### src/rtl/rggen_host_if_sequencer.sv
// rggen_host_if_sequencer
//   Host-side command sequencer for a register block. A single host request is
//   accepted, broadcast to every register slot as a command, and the combined
//   select/ready/read-data returned by the slots becomes one response.
//   Optional feature macro: RGGEN_HOST_IF_TIMEOUT_EN adds a COMMAND-phase
//   timeout that ends a stalled access with a slave-error status.
module rggen_host_if_sequencer #(
  parameter int ADDRESS_WIDTH   = 16,
  parameter int DATA_WIDTH      = 32,
  parameter int TOTAL_REGISTERS = 4,
  parameter int TIMEOUT_CYCLES  = 15
) (
  input  logic                                  clk,
  input  logic                                  rst,
  input  logic                                  i_request_valid,
  output logic                                  o_request_ready,
  input  logic                                  i_request_write,
  input  logic [ADDRESS_WIDTH-1:0]              i_request_address,
  input  logic [DATA_WIDTH-1:0]                 i_request_write_data,
  input  logic [DATA_WIDTH/8-1:0]               i_request_strobe,
  output logic                                  o_command_valid,
  output logic                                  o_command_write,
  output logic [ADDRESS_WIDTH-1:0]              o_command_address,
  output logic [DATA_WIDTH-1:0]                 o_command_write_data,
  output logic [DATA_WIDTH-1:0]                 o_command_write_mask,
  input  logic [TOTAL_REGISTERS-1:0]            i_register_select,
  input  logic [TOTAL_REGISTERS-1:0]            i_register_ready,
  input  logic [TOTAL_REGISTERS*DATA_WIDTH-1:0] i_register_read_data,
  output logic                                  o_response_valid,
  input  logic                                  i_response_ready,
  output logic [1:0]                            o_response_status,
  output logic [DATA_WIDTH-1:0]                 o_response_read_data
);

  localparam logic [1:0] STATUS_OK           = 2'b00;
  localparam logic [1:0] STATUS_SLAVE_ERROR  = 2'b10;
  localparam logic [1:0] STATUS_DECODE_ERROR = 2'b11;

  typedef enum logic [1:0] {
    ST_IDLE     = 2'd0,
    ST_COMMAND  = 2'd1,
    ST_RESPONSE = 2'd2
  } state_e;

  // Expand byte enables into a bit-level write mask (8 bits per strobe bit).
  function automatic logic [DATA_WIDTH-1:0] expand_strobe(
    input logic [DATA_WIDTH/8-1:0] strobe
  );
    logic [DATA_WIDTH-1:0] mask;
    mask = '0;
    for (int b = 0; b < DATA_WIDTH / 8; b++) begin
      mask[b*8+:8] = {8{strobe[b]}};
    end
    return mask;
  endfunction

  state_e                   r_state;
  state_e                   w_next_state;

  logic                     r_command_write;
  logic [ADDRESS_WIDTH-1:0] r_command_address;
  logic [DATA_WIDTH-1:0]    r_command_write_data;
  logic [DATA_WIDTH-1:0]    r_command_write_mask;

  logic [1:0]               r_response_status;
  logic [DATA_WIDTH-1:0]    r_response_read_data;

  logic                     w_accept;
  logic                     w_finish;
  logic                     w_response_done;
  logic [1:0]               w_status_next;
  logic [DATA_WIDTH-1:0]    w_read_data_next;

  logic [TOTAL_REGISTERS-1:0] w_select_ready;
  logic                       w_hit;
  logic                       w_done;
  logic [DATA_WIDTH-1:0]      w_read_data;

  assign w_select_ready = i_register_select & i_register_ready;
  assign w_hit          = |i_register_select;
  assign w_done         = |w_select_ready;

  // OR-combine the read data of every slot that is both selected and ready.
  always_comb begin
    w_read_data = '0;
    for (int k = 0; k < TOTAL_REGISTERS; k++) begin
      w_read_data = w_read_data |
        (i_register_read_data[k*DATA_WIDTH+:DATA_WIDTH] & {DATA_WIDTH{w_select_ready[k]}});
    end
  end

`ifdef RGGEN_HOST_IF_TIMEOUT_EN
  localparam int COUNT_WIDTH = $clog2(TIMEOUT_CYCLES + 1);

  logic [COUNT_WIDTH-1:0] r_count;
  logic                   w_count_inc;
  logic                   w_timeout;

  // The limit is hit on the TIMEOUT_CYCLES-th stalled command cycle, since the
  // counter still reads 0 during the first one.
  assign w_timeout = (r_count == COUNT_WIDTH'(TIMEOUT_CYCLES - 1));

  // Stall counter: advances on each stalled command cycle, cleared when the response is taken.
  always_ff @(posedge clk) begin
    if (rst) begin
      r_count <= '0;
    end else if (w_response_done) begin
      r_count <= '0;
    end else if (w_count_inc) begin
      r_count <= r_count + COUNT_WIDTH'(1);
    end else begin
      r_count <= r_count;
    end
  end
`endif

  // Next-state and transition decode for the IDLE -> COMMAND -> RESPONSE loop.
  always_comb begin
    w_next_state     = r_state;
    w_accept         = 1'b0;
    w_finish         = 1'b0;
    w_response_done  = 1'b0;
    w_status_next    = STATUS_OK;
    w_read_data_next = '0;
`ifdef RGGEN_HOST_IF_TIMEOUT_EN
    w_count_inc      = 1'b0;
`endif
    case (r_state)
      ST_IDLE: begin
        if (i_request_valid) begin
          w_accept     = 1'b1;
          w_next_state = ST_COMMAND;
        end else begin
          w_next_state = ST_IDLE;
        end
      end
      ST_COMMAND: begin
        if (!w_hit) begin
          w_finish      = 1'b1;
          w_status_next = STATUS_DECODE_ERROR;
          w_next_state  = ST_RESPONSE;
        end else if (w_done) begin
          // A done on the same cycle the limit is reached still completes OK.
          w_finish      = 1'b1;
          w_status_next = STATUS_OK;
          if (r_command_write) begin
            w_read_data_next = '0;
          end else begin
            w_read_data_next = w_read_data;
          end
          w_next_state  = ST_RESPONSE;
        end else begin
`ifdef RGGEN_HOST_IF_TIMEOUT_EN
          if (w_timeout) begin
            w_finish      = 1'b1;
            w_status_next = STATUS_SLAVE_ERROR;
            w_next_state  = ST_RESPONSE;
          end else begin
            w_count_inc   = 1'b1;
            w_next_state  = ST_COMMAND;
          end
`else
          w_next_state = ST_COMMAND;
`endif
        end
      end
      ST_RESPONSE: begin
        if (i_response_ready) begin
          w_response_done = 1'b1;
          w_next_state    = ST_IDLE;
        end else begin
          w_next_state    = ST_RESPONSE;
        end
      end
      default: begin
        w_next_state = ST_IDLE;
      end
    endcase
  end

  // State register.
  always_ff @(posedge clk) begin
    if (rst) begin
      r_state <= ST_IDLE;
    end else begin
      r_state <= w_next_state;
    end
  end

  // Capture the request fields on acceptance; they stay frozen through COMMAND.
  always_ff @(posedge clk) begin
    if (rst) begin
      r_command_write      <= 1'b0;
      r_command_address    <= '0;
      r_command_write_data <= '0;
      r_command_write_mask <= '0;
    end else if (w_accept) begin
      r_command_write      <= i_request_write;
      r_command_address    <= i_request_address;
      r_command_write_data <= i_request_write_data;
      if (i_request_write) begin
        r_command_write_mask <= expand_strobe(i_request_strobe);
      end else begin
        r_command_write_mask <= '0;
      end
    end else begin
      r_command_write      <= r_command_write;
      r_command_address    <= r_command_address;
      r_command_write_data <= r_command_write_data;
      r_command_write_mask <= r_command_write_mask;
    end
  end

  // Response status/data: loaded when COMMAND ends, held until the host takes it.
  always_ff @(posedge clk) begin
    if (rst) begin
      r_response_status    <= 2'b00;
      r_response_read_data <= '0;
    end else if (w_finish) begin
      r_response_status    <= w_status_next;
      r_response_read_data <= w_read_data_next;
    end else if (w_response_done) begin
      r_response_status    <= 2'b00;
      r_response_read_data <= '0;
    end else begin
      r_response_status    <= r_response_status;
      r_response_read_data <= r_response_read_data;
    end
  end

  // Handshake outputs are decoded from state and forced low while rst is held,
  // so an abandoned transaction never shows a command or response again.
  assign o_request_ready      = (r_state == ST_IDLE)     && !rst;
  assign o_command_valid      = (r_state == ST_COMMAND)  && !rst;
  assign o_response_valid     = (r_state == ST_RESPONSE) && !rst;
  assign o_command_write      = r_command_write;
  assign o_command_address    = r_command_address;
  assign o_command_write_data = r_command_write_data;
  assign o_command_write_mask = r_command_write_mask;
  assign o_response_status    = rst ? 2'b00 : r_response_status;
  assign o_response_read_data = rst ? '0    : r_response_read_data;

endmodule

### config.mk
export PLATFORM = sky130hd
export DESIGN_NAME = rggen_host_if_sequencer
export DESIGN_NICKNAME = d
export VERILOG_FILES = /design/src/rtl/rggen_host_if_sequencer.sv
export SDC_FILE = /design/constraint.sdc
export NUM_CORES = 1
export LEC_CHECK = 0
export ABC_AREA = 1
export CELL_PAD_IN_SITES_DETAIL_PLACEMENT = 1
export CELL_PAD_IN_SITES_GLOBAL_PLACEMENT = 1
export CORE_MARGIN = 5
export CORE_UTILIZATION = 22
export DETAILED_ROUTE_END_ITERATION = 10
export PLACE_DENSITY = 0.84
export SYNTH_ARGS = -nofsm -noshare
export SYNTH_HDL_FRONTEND = slang
export SYNTH_SLANG_ARGS = --single-unit
### constraint.sdc
create_clock -name clk -period 1.01 [get_ports clk]
set_input_delay 0.202 -clock clk [delete_from_list [all_inputs] [get_ports clk]]
set_output_delay 0.202 -clock clk [all_outputs]
set_load 0.005 [all_outputs]
* Word level (Yosys, flattened, before mapping) *
Index checks and enable logic that the tools add are counted.

storage, ports and cells
  register bits after elaboration = 117
  latch bits = 0
  bits in writable memories = 0
  ROM bits = 0
  input bits = 193
  output and inout bits = 118
  word-level logic and storage cells = 50
  memories kept = 0

cells by class
  $add $sub $neg = 0
  multipliers = 0
  div/mod/pow operators = 0
  magnitude comparators = 0
  equality and inequality tests = 2
  shift-type cells = 0
  muxes and demuxes = 25
  bitwise operators = 8
  reductions and logical operators = 8

operator list
  cell                                                 number
  two-way mux 32 bit                                   8
  bitwise AND 32 bit                                   4
  OR 32 bit                                            3
  two-way mux 2 bit                                    8
  two-way mux 1 bit                                    8
  OR reduction 4 bit                                   2
  one-hot mux 2 bit (3 select lines)                   1
  bitwise AND 4 bit                                    1
  logical AND 1 bit                                    3
  equality test 2 x 1 -> 1 bit, second input constant  1
  equality test 2 bit, second input constant           1
  logical NOT 2 bit                                    1
  nonzero test 2 bit                                   1
  logical NOT 1 bit                                    1

* Depth between registers and ports, before layout *
  depth in word-level cells = 10
  depth in mapped cells = 8
  mapped depth without buffers = 7

* Worst setup path before layout *
Ideal clock, no wire load.

  path type = register to register
  start point = register r_state[1]
  end point = register r_response_read_data[10]
  setup time = 0.066 ns
  data arrival time = 1.033 ns
  required time = 0.944 ns
  slack = -0.089 ns
  cell stages (with the launch flop) = 9
  buffers on the path = 1
  period minus slack after synthesis = 1.099 ns
  path through = dfxtp_1 inv_1 nand2_2 nor2_2 nand2_1 nor2_4 buf_6 nand2_1 a21oi_2

on the way
  cells in the longest elaborated chain, start to end = 3
  elaborated cells on any way between the ends = 7
  classes of those cells = eq/ne (2); mux (4); reduce/logical (1)

RTL lines
  what                                                                        line  text
  from (decl)                                                                 57    state_e r_state;
  from (signal assigned)                                                      186   r_state <= w_next_state;
  equality test 2 x 1 -> 1 bit / equality test 2 bit (equally long branches)  128   case (r_state)
  two-way mux 32 bit / two-way mux 1 bit (equally long branches)              128
  two-way mux 32 bit / nonzero test 2 bit (equally long branches)             -
  to (signal assigned)                                                        221   r_response_read_data <= w_read_data_next;
  to (signal assigned)                                                        227   r_response_read_data <= r_response_read_data;
  to (decl)                                                                   66    logic [DATA_WIDTH-1:0] r_response_read_data;

Parallel ways exist; a longest one is shown, timed or not.
A chain may end at the register's enable or synchronous reset.

* Worst setup path after layout *
  start point = register r_state[1]
  end point = register r_response_read_data[2]

The elaborated chain is that of the path after synthesis.

==> results_dict.tcl <==
set metrics [dict create \
    status "complete, but fails checks" \
    violations "setup timing" \
    initial_utilization 0.222 \
    yosysTopAreaCell "dfxtp_1" \
    fin_ws_ps -346 \
    slew_viol_final 0 \
    synth_seq_cells 88 \
    hpwl_microns 16300 \
    rows 54 \
    p_comb_frac 0.335 \
    cts.clk_slew.worst_paths_ps 70 \
    dp_cells 1273 \
    crit_end "r_response_read_data[2]" \
    arrival_ps 1630 \
    ys_warn_count 0 \
    leakage_nw 4.33 \
    critPathLaunchType "flop" \
    r2r_cells 9 \
    final_nets 1274 \
    fillers 2565 \
    grt_pass1_vias 6124 \
    antenna_found_initial 0 \
    cp.depth 9 \
    timing.setup.tns_ps -32660 \
    clock.fmax_mhz 738 \
    syn_area_per_cell_sq_um 7.07 \
    hold_viol_final 0 \
    rrSetupSlack_ps -350 \
    cts-root-buf "clkbuf_16" \
    clock_skew_ps 8.31 \
    dieArea_sq_um 24900 \
    grt_start_max_net_pins 33 \
    p_per_area_nw_per_um2 1100 \
    critPathMostFrequentCell "nor2_4" \
    setup_viol 160 \
    pwr-share-clk 0.299 \
    mostFrequentLayoutCell "clkdlybuf4s50_1" \
    crit_required_ps 1290 \
    drtPass1Iterations 4 \
    synth-edff-count 0 \
    max_stage_delay_ps 330 \
    wl_microns 23400 \
    dp_slack_ps -669 \
    track_usage 0.166 \
    power_frac_seq 0.365 \
    synth_top_area_frac 0.367 \
    n_antenna_cell 0 \
    synth_area_leaders "dfxtp_1 (37%), nand2_1 (14%), nor2_1 (10%), nand3_2 (5.8%), a21oi_2 (5.5%)" \
    fp.dieH_microns 158 \
    mostFrequentLayoutCells "clkdlybuf4s50_1 (185), nand2_1 (138), nor2_1 (106), buf_4 (105), buf_6 (85)" \
    grt_pass1_wl_microns 32400 \
    startpoint "r_state[1]" \
    p_int_mw 7.59 \
    core_sq_um 21600 \
    yosys.cell_types.count 26 \
    drv_cap 0 \
    gp_congestion 0.746 \
    cts_tree "built" \
    die_width_microns 158 \
    final_cells 1365 \
    dr_total_vias 6045 \
    reg2reg_from "r_state[1]" \
    path_class "flop to flop" \
    synth_ff_type "dfxtp_1" \
    worst_pin_slew_ps 307 \
    async_flop_share 0 \
    clock_path_buffers 2 \
    cts.sinks 88 \
    vdd_drop_max_uv 584 \
    reg2reg_to "r_response_read_data[2]" \
    p_switching_mw 3.28 \
    area_growth_pct 107 \
    netlist_instances 679 \
    critical-path-top-delay-family "simple AND/OR/NAND/NOR gates" \
    avgRoutedWirePerCell_microns 17.1 \
    finalCritPeriodShare 1.34 \
    period_needed_ps 1360 \
    postRouteAntennaNets 0 \
    switching_share 0.302 \
    syn_nets 872 \
    slowest_stage "dfxtp_2" \
    initialDrtViolationCount 170 \
    overflow 0 \
    mappedNetlistArea_sq_um 4800 \
    max-slew-margin-rel 0.795 \
    routed_via_density 4.43 \
    drc_errors 0 \
    drive_above_1_share 0.509 \
    crit_fanout 6 \
    io_pins 311 \
    worstSetupEndpointType "flop" \
    cts-buffers-inserted 9 \
    hold_path.class "input pin to flop" \
    htreeDepth 3 \
    cts_hold_buf 0 \
    utilization 0.459 \
    crit_buf_inv 3 \
    port_buffers 310 \
    worstSkewPairLatency_ps 340 \
    seq_area_frac_synth 0.367 \
    finalPower_mw 10.9 \
    rsz0062_at_grt "true" \
    crit_chain "inv_2, nand2_4, nor2_4, nand2_2, nor2_4, buf_12, clkbuf_16, nand2_1, a21oi_2" \
]
-- cell type report --
type,count,area [sq um],share of cell area
repair buffers,464,4540,0.458
multi-input cells,475,2700,0.272
flip-flops and latches,88,1890,0.190
well taps,280,350,0.0353
clock buffers,9,225,0.0227
inverters,43,174,0.0175
clock inverters,6,51.3,0.00517
-- per-layer routing --
metal  GRT usage  share of wire  vias up  routed length, microns
met5           0              0        -                       0
met4      0.0619          0.027        0                     623
met3      0.0462          0.083       34                    1950
met2       0.304           0.51      241                   11900
met1       0.180           0.38     2832                    8940
li1            -              -     2938                       -
-- sequential cells by signal (all words and copies together) (netlist names) --
name and cells:
o_command_address 16, r_response_read_data 32, o_command_write_mask 4, o_command_write_data 32, r_response_status 1, r_state 2, o_command_write 1
-- cells by family (layout without fill, tap and decap cells) --
family,Yosys count,count (layout),share of synthesized area
and+or+nand+nor,387,387,0.369
buffers and inverters,116,522,0.148
AOI/OAI and AO/OA,88,88,0.116
DFF,88,88,0.367
-- power groups by stage --
stage          Sequential [mW]  Combinational (mW)  Clock (mW)
6_report                  3.97                3.65        3.25
2_1_floorplan             3.98                1.11           0
5_1_grt                   4.00                3.93        3.55
3_5_place_dp              3.98                2.95           0
3_3_place_gp              3.96                2.89           0
4_1_cts                   3.94                3.16        3.42
-- Yosys cell counts, types with 2 or more instances --
| cell | instances |
|---|---|
| clkbuf_1 | 11 |
| o22ai_1 | 2 |
| buf_4 | 30 |
| nor2_1 | 134 |
| a21oi_1 | 7 |
| inv_1 | 42 |
| nand4_1 | 32 |
| nand3_2 | 28 |
| buf_6 | 7 |
| nand2_2 | 3 |
| clkbuf_8 | 4 |
| buf_12 | 3 |
| nor2_4 | 2 |
| nand3_1 | 9 |
| buf_2 | 17 |
| a21oi_2 | 30 |
| dfxtp_1 | 88 |
| nand2_1 | 175 |
| o21ai_0 | 48 |
-- repair_timing --
action	in CTS	in global routing
pin swaps	10	52
gates resized for setup	697	138
setup buffers	39	32
cloned	3	6
endpoints found under the setup margin	206	195
-- worst reg2reg max path, stage by stage (launching register included) --
cell,delay [ps]
dfxtp_2,330
inv_2,80
nand2_4,70
nor2_4,110
nand2_2,80
nor2_4,130
buf_12,150
clkbuf_16,160
nand2_1,70
a21oi_2,120
-- worst min-delay path by stage --
stage                                  from                      end  slack (ps)  depth (start not counted)
floorplan                  i_response_ready               r_state[1]         310                          1
global placement    r_response_read_data[6]  r_response_read_data[6]         460                          2
detailed placement  r_response_read_data[7]  r_response_read_data[7]         470                          2
CTS                                     rst               r_state[0]         260                          3
global route                            rst               r_state[1]         270                          3
finish                                  rst               r_state[1]         270                          3
-- metrics by stage --
step | cell area (sq um) | hold WS, ps
after floorplan | 4820 | 308
after global placement | 8480 | 461
after detailed placement | 8480 | 468
after CTS | 9150 | 259
after global routing | 9930 | 265
final | 9930 | 265
Power figures use the tool's default switching activity.
